--- src/rtl/and16b_rd_pkg.sv ---
// Shared types and constants for the adiabatic AND-array result reader.
// Power-clock phase encoding plus the default datapath width.
package and16b_rd_pkg;

    localparam int WIDTH_DEFAULT = 16;

    localparam logic [1:0] PH_EVAL    = 2'd0;
    localparam logic [1:0] PH_HOLD    = 2'd1;
    localparam logic [1:0] PH_RECOVER = 2'd2;
    localparam logic [1:0] PH_WAIT    = 2'd3;

    typedef enum logic [1:0] {
        EVAL    = PH_EVAL,
        HOLD    = PH_HOLD,
        RECOVER = PH_RECOVER,
        WAIT    = PH_WAIT
    } phase_e;

    // The power clock always walks EVAL -> HOLD -> RECOVER -> WAIT -> EVAL.
    function automatic phase_e phase_advance(input phase_e p);
        return phase_e'(p + 2'd1);
    endfunction

endpackage

--- src/rtl/and16b_rd_fifo.sv ---
// Small first-word-fall-through FIFO buffering captured array results.
// Head word is registered; a push into an empty FIFO becomes visible one clock later.
module and16b_rd_fifo
    import and16b_rd_pkg::*;
#(
    parameter int WIDTH = WIDTH_DEFAULT,
    parameter int DEPTH = 4
) (
    input  logic                     clk,
    input  logic                     srst,
    input  logic                     push,
    input  logic [WIDTH-1:0]         push_data,
    input  logic                     pop,
    output logic [WIDTH-1:0]         head_data,
    output logic [$clog2(DEPTH):0]   count
);

    localparam int AW = $clog2(DEPTH);
    localparam int CW = AW + 1;

    logic [WIDTH-1:0] mem [DEPTH];
    logic [AW-1:0]    wr_ptr_reg;
    logic [AW-1:0]    rd_ptr_reg;
    logic [AW-1:0]    rd_ptr_next;
    logic [CW-1:0]    count_reg;
    logic [CW-1:0]    count_next;
    logic [WIDTH-1:0] head_reg;
    logic             do_push;
    logic             do_pop;

    assign do_pop  = pop && (count_reg != '0);
    assign do_push = push && (count_reg != CW'(DEPTH));

    always_comb begin
        rd_ptr_next = rd_ptr_reg;
        if (do_pop) begin
            rd_ptr_next = rd_ptr_reg + AW'(1);
        end
        count_next = count_reg;
        case ({do_push, do_pop})
            2'b10:   count_next = count_reg + CW'(1);
            2'b01:   count_next = count_reg - CW'(1);
            default: count_next = count_reg;
        endcase
    end

    always_ff @(posedge clk) begin
        if (do_push) begin
            mem[wr_ptr_reg] <= push_data;
        end
    end

    // Head register tracks the word at the next read pointer; when that word is
    // the one being written this clock, take it straight from push_data.
    always_ff @(posedge clk) begin
        if (srst) begin
            wr_ptr_reg <= '0;
            rd_ptr_reg <= '0;
            count_reg  <= '0;
            head_reg   <= '0;
        end else begin
            if (do_push) begin
                wr_ptr_reg <= wr_ptr_reg + AW'(1);
            end
            rd_ptr_reg <= rd_ptr_next;
            count_reg  <= count_next;
            if (count_next != '0) begin
                head_reg <= (do_push && (wr_ptr_reg == rd_ptr_next)) ? push_data
                                                                      : mem[rd_ptr_next];
            end
        end
    end

    assign head_data = head_reg;
    assign count     = count_reg;

endmodule

--- src/rtl/and16b_result_reader.sv ---
// Reader for the adiabatic 16-bit AND array: phase tracking, slot pipeline, result FIFO.
// Optional operand self-check enabled by defining AND16B_RESULT_CHECK_EN.
module and16b_result_reader
    import and16b_rd_pkg::*;
#(
    parameter int WIDTH    = WIDTH_DEFAULT,
    parameter int DEPTH    = 4,
    parameter int PIPE_LAT = 1
) (
    input  logic                   clkpos,
    input  logic                   rst,
    input  logic                   phase_sync,
    input  logic                   issue_valid,
    output logic                   issue_ready,
    input  logic [WIDTH-1:0]       issue_a,
    input  logic [WIDTH-1:0]       issue_b,
    input  logic [WIDTH-1:0]       res_in,
    output logic                   m_valid,
    input  logic                   m_ready,
    output logic [WIDTH-1:0]       m_data,
    output logic [$clog2(DEPTH):0] count,
    output logic                   chk_err
);

    phase_e                  phase_reg;
    phase_e                  phase_now;
    phase_e                  phase_next;
    logic                    is_eval;
    logic                    is_hold;
    logic                    credit_ok;
    logic                    fire;
    logic                    capture;
    logic [31:0]             inflight;
    logic [PIPE_LAT:0]       sr_reg;
    logic [PIPE_LAT:0]       sr_next;
    logic [$clog2(DEPTH):0]  fifo_count;

    // Phase FSM: state register.
    always_ff @(posedge clkpos) begin
        if (rst) begin
            phase_reg <= EVAL;
        end else begin
            phase_reg <= phase_next;
        end
    end

    // Phase FSM: next state. phase_sync forces EVAL regardless of where we are.
    always_comb begin
        phase_now  = phase_sync ? EVAL : phase_reg;
        phase_next = phase_advance(phase_now);
    end

    always_comb begin
        inflight = '0;
        for (int i = 0; i <= PIPE_LAT; i++) begin
            inflight = inflight + 32'(sr_reg[i]);
        end
    end

    // Credit counts in-flight slots too, so a capture can never find the FIFO full.
    assign credit_ok = (inflight + 32'(fifo_count)) < 32'(DEPTH);

    // Phase FSM: outputs.
    always_comb begin
        is_eval     = (phase_now == EVAL);
        is_hold     = (phase_now == HOLD);
        issue_ready = !rst && is_eval && credit_ok;
        capture     = is_hold && sr_reg[PIPE_LAT];
    end

    assign fire = issue_valid && issue_ready;

    genvar gi;
    generate
        for (gi = 0; gi <= PIPE_LAT; gi++) begin : g_slot
            logic shift_in;
            if (gi == 0) begin : g_head
                assign shift_in = fire;
            end else begin : g_tail
                assign shift_in = sr_reg[gi-1];
            end
            if (gi == PIPE_LAT) begin : g_last
                assign sr_next[gi] = is_eval ? shift_in : (sr_reg[gi] && !capture);
            end else begin : g_mid
                assign sr_next[gi] = is_eval ? shift_in : sr_reg[gi];
            end
        end
    endgenerate

    always_ff @(posedge clkpos) begin
        if (rst) begin
            sr_reg <= '0;
        end else begin
            sr_reg <= sr_next;
        end
    end

`ifdef AND16B_RESULT_CHECK_EN
    logic [WIDTH-1:0] opnd_reg  [PIPE_LAT+1];
    logic [WIDTH-1:0] opnd_next [PIPE_LAT+1];
    logic             chk_err_reg;

    // Expected array output rides alongside each slot bit.
    generate
        for (gi = 0; gi <= PIPE_LAT; gi++) begin : g_opnd
            if (gi == 0) begin : g_head
                assign opnd_next[gi] = issue_a & issue_b;
            end else begin : g_tail
                assign opnd_next[gi] = opnd_reg[gi-1];
            end
        end
    endgenerate

    always_ff @(posedge clkpos) begin
        if (is_eval) begin
            for (int i = 0; i <= PIPE_LAT; i++) begin
                opnd_reg[i] <= opnd_next[i];
            end
        end
    end

    always_ff @(posedge clkpos) begin
        if (rst) begin
            chk_err_reg <= 1'b0;
        end else if (capture && (res_in != opnd_reg[PIPE_LAT])) begin
            chk_err_reg <= 1'b1;
        end
    end

    assign chk_err = chk_err_reg;
`else
    logic unused_operands;
    assign unused_operands = ^{issue_a, issue_b};
    assign chk_err         = 1'b0;
`endif

    and16b_rd_fifo #(
        .WIDTH (WIDTH),
        .DEPTH (DEPTH)
    ) u_fifo (
        .clk       (clkpos),
        .srst      (rst),
        .push      (capture),
        .push_data (res_in),
        .pop       (m_valid && m_ready),
        .head_data (m_data),
        .count     (fifo_count)
    );

    assign m_valid = (fifo_count != '0);
    assign count   = fifo_count;

endmodule

--- config.mk ---
export PLATFORM = sky130hd
export DESIGN_NAME = and16b_result_reader
export DESIGN_NICKNAME = d
export VERILOG_FILES = /design/src/rtl/and16b_rd_pkg.sv /design/src/rtl/and16b_rd_fifo.sv /design/src/rtl/and16b_result_reader.sv
export SDC_FILE = /design/constraint.sdc
export NUM_CORES = 1
export LEC_CHECK = 0
export ABC_CLOCK_PERIOD_IN_PS = 4170
export CORE_MARGIN = 8
export CORE_UTILIZATION = 53
export CTS_CLUSTER_DIAMETER = 40
export DETAILED_ROUTE_END_ITERATION = 6
export PLACE_DENSITY = 0.8
export SKIP_CTS_REPAIR_TIMING = 1
export SYNTH_ARGS = -nofsm -noshare
export SYNTH_HDL_FRONTEND = slang
export SYNTH_SLANG_ARGS = --single-unit
--- constraint.sdc ---
create_clock -name clkpos -period 4.17 [get_ports clkpos]
set_input_delay 0.417 -clock clkpos [delete_from_list [all_inputs] [get_ports clkpos]]
set_output_delay 0.417 -clock clkpos [all_outputs]
set_load 0.03 [all_outputs]
==> results.md, run 1 <==
* Final hold vios at 0
* Wirelength per Cell at around 18 µm
* Most frequent cell after synthesis: edfxtp_1
* CP startpoint kind: primary input
* Num CTS Buffers at 9
* Final slew viol count at 0
* Pwr dens at 331.1 nW/µm²
* Core area at 8051 µm²
* DRT Pass-1 Iters at 4
* Vert. Die Dim at approximately 110 µm
* Worst hold path class: reg -> reg
* Die W at ~110 µm
* Cell Area, Synth at 4314 µm²
* I/O pin cnt at 75
* Via density at 5.945
* ANT nets after route at 0
* Sink Count at about 90
* NumNets Final at around 480
* Gpl congestion at 0.7502
* DR vias at 3127
* Area of the multi-input gates at 1689 µm²
* Post-Syn Instances at 388
* CTS root buf: clkbuf_8
* Combinational share of power at about 6.1%
* Total die area at about 11000 µm²
* Primary FF master, synth: edfxtp_1
* #FFs+latches synth at 91
* Mean area per synthesized cell at 11.12 µm²
* Internal power at 1288 µW
* Critical Path Fanout Max at 16
* First-pass GRT wire length at 15970 µm
* Skew final at roughly 7.3 ps
* Port Buffers at 41
* Crit Path Class: in -> reg
* Vias in the first global route at 3251
* Ys async rst share at 0%
* Fill cells at 630
* Register area at roughly 2500 µm²
* EDFF count, synth at 64
* CTS H-tree depth at 3
* Overall power at between 1500 and 2000 µW
* VDD IR max at 212.4 µV
* Switching portion of total power at 21.78%
* Clk buf depth at 2
* Clock transition at the registers of the reported paths at 80 ps
* Clock power frac at 34.5%
* Largest cells by area after synthesis: edfxtp_1, dfxtp_1, nor3_1
* Worst Max-Slew Pin Slew at 1166 ps
* CP required at 4430 ps
* Number of flip-flops in the largest register at 64
* Pin count of the biggest net entering global routing at 52
* Cell leakage power at 0.001514 µW
* Worst setup EP type: flop
* Overflow after GRT at 0
* Ys Warns at 0
* Setup violators final at 0
* RSZ-0062 raised after global routing: false
* Sequential share of power at 59.4%
* Global-route total usage across every layer at 17.71%
* 1st-iter DRT viols at 211
* Final Cycle Share at 77.55%
* Setup tns final at 0 ps
* Top cells by count, synth: edfxtp_1, nor3_1, nand2_1
* Top cell type's share of synthesized area at roughly 45%
* Fmax at 309.2 MHz
* Critical Path AT at 3490 ps
* Yosys cell types at 37
* Slew headroom at between 20% and 30%
* Status: complete, no violations
* Row cnt at 33
* Fraction of layout cells with a size suffix above 1 at 9.739%
* Seq/Total Area, Yosys at approximately 57%
* Fin crit period at 3234 ps
* Initial Utilization at ~54%
* Drt drc at 0
* Initial antenna violation count at 0
* Largest area contributor in the netlist: edfxtp_1
* Total wire length at a little under 10000 µm
* Later-pin clock latency in the skew report at around 340 ps
* Antenna diodes at 0
* TritonCTS clock tree: built
* Max cap viols at 0
* Switching Power at 358.7 µW
* DP HPWL at 5990 µm
* Area Growth Syn to Fin at 15.31%
* Post-Syn Nets at 450
==> per-layer routing <==
| layer | part of all wire (%) | GRT usage [%] |
|---|---|---|
| met3 | 6.6 | 3.872 |
| met1 | 41 | 21.93 |
| met4 | 1.1 | 7.538 |
| met5 | 0 | 0 |
| met2 | 52 | 29.27 |
==> worst max-delay path, stage by stage <==
cell	delay [ps]
clkdlybuf4s50_1	410
nand2b_1	160
ha_1	200
and3_1	180
clkinv_1	60
ha_1	180
inv_1	60
fa_1	380
xor2_1	240
o311a_1	230
and3b_1	690
nand2_1	150
o211ai_1	120
==> layout by cell type, fill, tap and decap left out, drive strengths merged, types with 3 or more instances in the layout <==
| cell type | count |
|---|---|
| nor2b | 3 |
| a21oi | 23 |
| mux2i | 16 |
| dfxtp | 27 |
| xnor2 | 3 |
| edfxtp | 64 |
| buf | 9 |
| nand4b | 16 |
| nor3 | 48 |
| nor4b | 3 |
| ha | 8 |
| o211ai | 32 |
| nand2 | 37 |
| clkdlybuf4s50 | 41 |
| inv | 7 |
| clkinv | 6 |
| xor2 | 3 |
| nor2 | 10 |
| and2 | 5 |
| or3b | 16 |
| or3 | 18 |
| clkbuf | 10 |
==> layout make-up <==
class	count	share of cell area [%]
Sequential cell	91	49.50
Clock buffer	10	2.565
Multi-Input combinational cell	256	33.95
Inverter	8	0.6036
Tap cell	105	2.641
Timing Repair Buffer	50	9.608
Clock inverter	6	1.132
==> cell families (layout without fill, tap and decap cells) <==
kind of cell,count (synthesis),count (layout),synth area share [%]
adder cells (fa/ha/maj),9,9,2.784
multiplexers,16,16,3.712
AO/OA/AOI/OAI,62,62,9.890
buffers and inverters,41,74,3.770
XOR/XNOR,6,6,1.218
flip-flops,91,91,57.08
other,1,1,0.08692
AND/OR/NAND/NOR,162,162,21.46
==> worst paths after layout <==
path	start	slack, ps	cells after the start	to
max	phase_sync	940	13	u_fifo.head_data[8]$_SDFFE_PP0P_
min	u_fifo.head_data[2]$_SDFFE_PP0P_	480	2	u_fifo.head_data[2]$_SDFFE_PP0P_
max reg2reg	u_fifo.count[0]$_SDFF_PP0_	1030	10	u_fifo.head_data[8]$_SDFFE_PP0P_
min reg2reg	u_fifo.head_data[2]$_SDFFE_PP0P_	480	2	u_fifo.head_data[2]$_SDFFE_PP0P_
==> power groups by stage <==
stage	combinational (µW)	sequential [µW]	clock (µW)
floorplan	42.0	1010	0
global placement	97.8	998	0
detailed placement	101	998	0
CTS	102	978	577
global route	109	979	613
finish	101	978	568
==> through the flow <==
step / utilization, % / worst slack (ps) / instance area, µm² / instances / hold slack, ps
2_1_floorplan: - / 593.7 / 4314 / 388 / 476.4
3_3_place_gp: 59.50 / 754.8 / 4791 / 510 / 453.7
3_5_place_dp: 59.50 / 601.1 / 4791 / 510 / 461.5
4_1_cts: 61.79 / 974.7 / 4975 / 526 / 480.9
5_1_grt: 61.79 / 782.0 / 4975 / 526 / 488.4
6_report: 61.79 / 936.3 / 4975 / 526 / 476.0
(Power assumes the default switching activity.)
==> run 2, diff against run 1 <==
ABC_CLOCK_PERIOD_IN_PS = 2870   (was 4170)
CORE_UTILIZATION = 48   (was 53)
PLACE_DENSITY = 0.76   (was 0.8)
clock period = 2.87 ns   (was 4.17 ns; I/O delays follow)
==> run 2 against run 1 <==
Count of clock-buffer cells in the layout is the same. Worst setup slack worse by 760 ps. Combinational power increased by 57%. Global-route usage is 1.3 points lower. Die area up 8.8%. Core utilization down 2.3 points. First-iteration DRC count is 14% lower. Critical endpoint is now u_fifo.head_data[4]$_SDFFE_PP0P_.
==> results.md, run 2 (same netlist as run 1, synthesis figures left out) <==
* Status: complete, no violations
* Overflow after GRT at 0
* Met3 Track Usage GR at ~2.7%
* Crit Path Class: in -> reg
* Port Buffers at 41
* Setup violators final at 0
* RR Startpoint: phase_reg[0]$_SDFF_PP0_
* Initial Utilization at 49.47%
* Global-route total usage across every layer at 16.42%
* CTS root buf: clkbuf_8
* Num CTS Buffers at 9
* First-pass GRT wire length at around 17000 µm
* Reg2reg end: u_fifo.head_data[4]$_SDFFE_PP0P_
* Vert. Die Dim at 110.8 µm
* Met1 Use GR at 20.01%
* Pwr dens at 469.3 nW/µm²
* R2R cell count at 13
* CP required at 3150 ps
* NumNets Final at 495
* Drt drc at 0
* Antenna diodes at 0
* Slew headroom at 52.99%
* Clock transition at the registers of the reported paths at 90 ps
* Post-route design area at 5184 µm²
* I/O pin cnt at between 70 and 80
* VDD IR max at 309.9 µV
* Later-pin clock latency in the skew report at 360 ps
* Critical Path AT at 2980 ps
* GR peak layer: met2
* Final slew viol count at 0
* Vias in the first global route at 3321
* Row cnt at 34
* TritonCTS clock tree: built
* Final Cycle Share at 93.95%
* Worst hold path class: reg -> reg
* CP startpoint kind: primary input
* Sink Count at between 90 and 100
* RSZ-0062 raised after global routing: false
* Register area at 2474 µm²
* Worst path slowest cell: clkdlybuf4s50_1
* Slowest cell delay on critical path at 420 ps
* Skew final at ~8.7 ps
* Number of flip-flops in the largest register at between 60 and 70
* Clk buf depth at 2
* Core area at 8721 µm²
* DR vias at 3237
* Critical Path Fanout Max at 8
* 1st-iter DRT viols at 181
* Initial antenna violation count at 0
* DP HPWL at 6586 µm
* Total wire length at between 10000 and 15000 µm
* Met2 Usage GRT at 27.82%
* Wirelength per Cell at approximately 19 µm
* Fin crit period at about 2700 ps
* Worst setup EP type: flop
* Pin count of the biggest net entering global routing at 35
* Most frequent cells in the layout: edfxtp_1, nor3_1, clkdlybuf4s50_1, nand2_1, o211ai_1
* Hold Path Depth at 2
* Gpl congestion at 0.7841
* Cell leakage power at 0.001609 µW
* Die W at 110.8 µm
* R2r setup slk at 210 ps
* Most common cell after layout, fill and taps aside: edfxtp_1
* Worst Max-Slew Pin Slew at a little over 700 ps
* Hold Startpoint: u_fifo.head_data[2]$_SDFFE_PP0P_
* Total die area at 12280 µm²
* Fill cells at 705
* Fraction of layout cells with a size suffix above 1 at ~16%
* WHS Endpoint: u_fifo.head_data[2]$_SDFFE_PP0P_
* Via density at 5.929
* Area of the multi-input gates at 1735 µm²
* ANT nets after route at 0
* Max cap viols at 0
* Final hold vios at 0
* Area Growth Syn to Fin at 20.16%
* CP cell instances: clkdlybuf4s50_1, nand2b_4, ha_2, and3_4, clkinv_8, ha_4, inv_2, fa_2, xor2_2, o311a_1, a21oi_2, buf_4, nand4b_1, o211ai_1
* Setup tns final at 0 ps
* CTS H-tree depth at 3
* Overall power at 2433 µW
* DRT Pass-1 Iters at 4
* Fmax at 370.9 MHz
* Placed Area at 4992 µm²
run 2: how the worst max path moves through the flow:
stage                          startpoint                                 to  slack, ps  cells after the start
2_1_floorplan  u_fifo.count[2]$_SDFF_PP0_  u_fifo.head_data[10]$_SDFFE_PP0P_        -40                     16
3_3_place_gp                   phase_sync   u_fifo.head_data[2]$_SDFFE_PP0P_       -100                     14
3_5_place_dp                   phase_sync   u_fifo.head_data[4]$_SDFFE_PP0P_       -210                     14
4_1_cts                        phase_sync   u_fifo.head_data[4]$_SDFFE_PP0P_        170                     14
5_1_grt                        phase_sync   u_fifo.head_data[0]$_SDFFE_PP0P_         60                     14
6_report                       phase_sync   u_fifo.head_data[4]$_SDFFE_PP0P_        170                     14
run 2: layer usage:
metal / wire (µm) / vias to the layer above
li1: - / 1531
met1: 4354 / 1602
met2: 5278 / 86
met3: 415 / 18
met4: 185 / 0
met5: 0 / -
run 2: through the flow:
stage               utilization, %  worst slack, ps  hold WS [ps]  std cells
finish                       59.44            173.6         473.6        546
global route                 59.44            57.08         498.1        546
CTS                          59.44            174.8         480.5        546
detailed placement           57.25           -205.0         459.4        530
global placement             57.25           -100.6         455.8        530
floorplan                        -           -37.81         358.6        388
run 2: power by group:
part / switching (µW) / internal (µW) / leakage [µW]
logic: 87.4 / 71.7 / 0.000718
registers: 7.83 / 1410 / 0.000796
clock network: 452 / 405 / 0.0000947
run 2: critical path: cells and delay by family:
kind / cells / cell delay (ps)
buffers and inverters: 4 / 710
XOR/XNOR: 1 / 190
adder cells (fa/ha/maj): 3 / 650
AO/OA/AOI/OAI: 3 / 690
AND/OR/NAND/NOR: 3 / 460
run 2: final cells by class:
class | count | area share, %
well taps | 108 | 2.607
inverters | 8 | 0.8207
multi-input cells | 256 | 33.48
clock buffers | 10 | 2.462
clock inverters | 6 | 1.231
flip-flops and latches | 91 | 47.72
repair buffers | 67 | 11.68
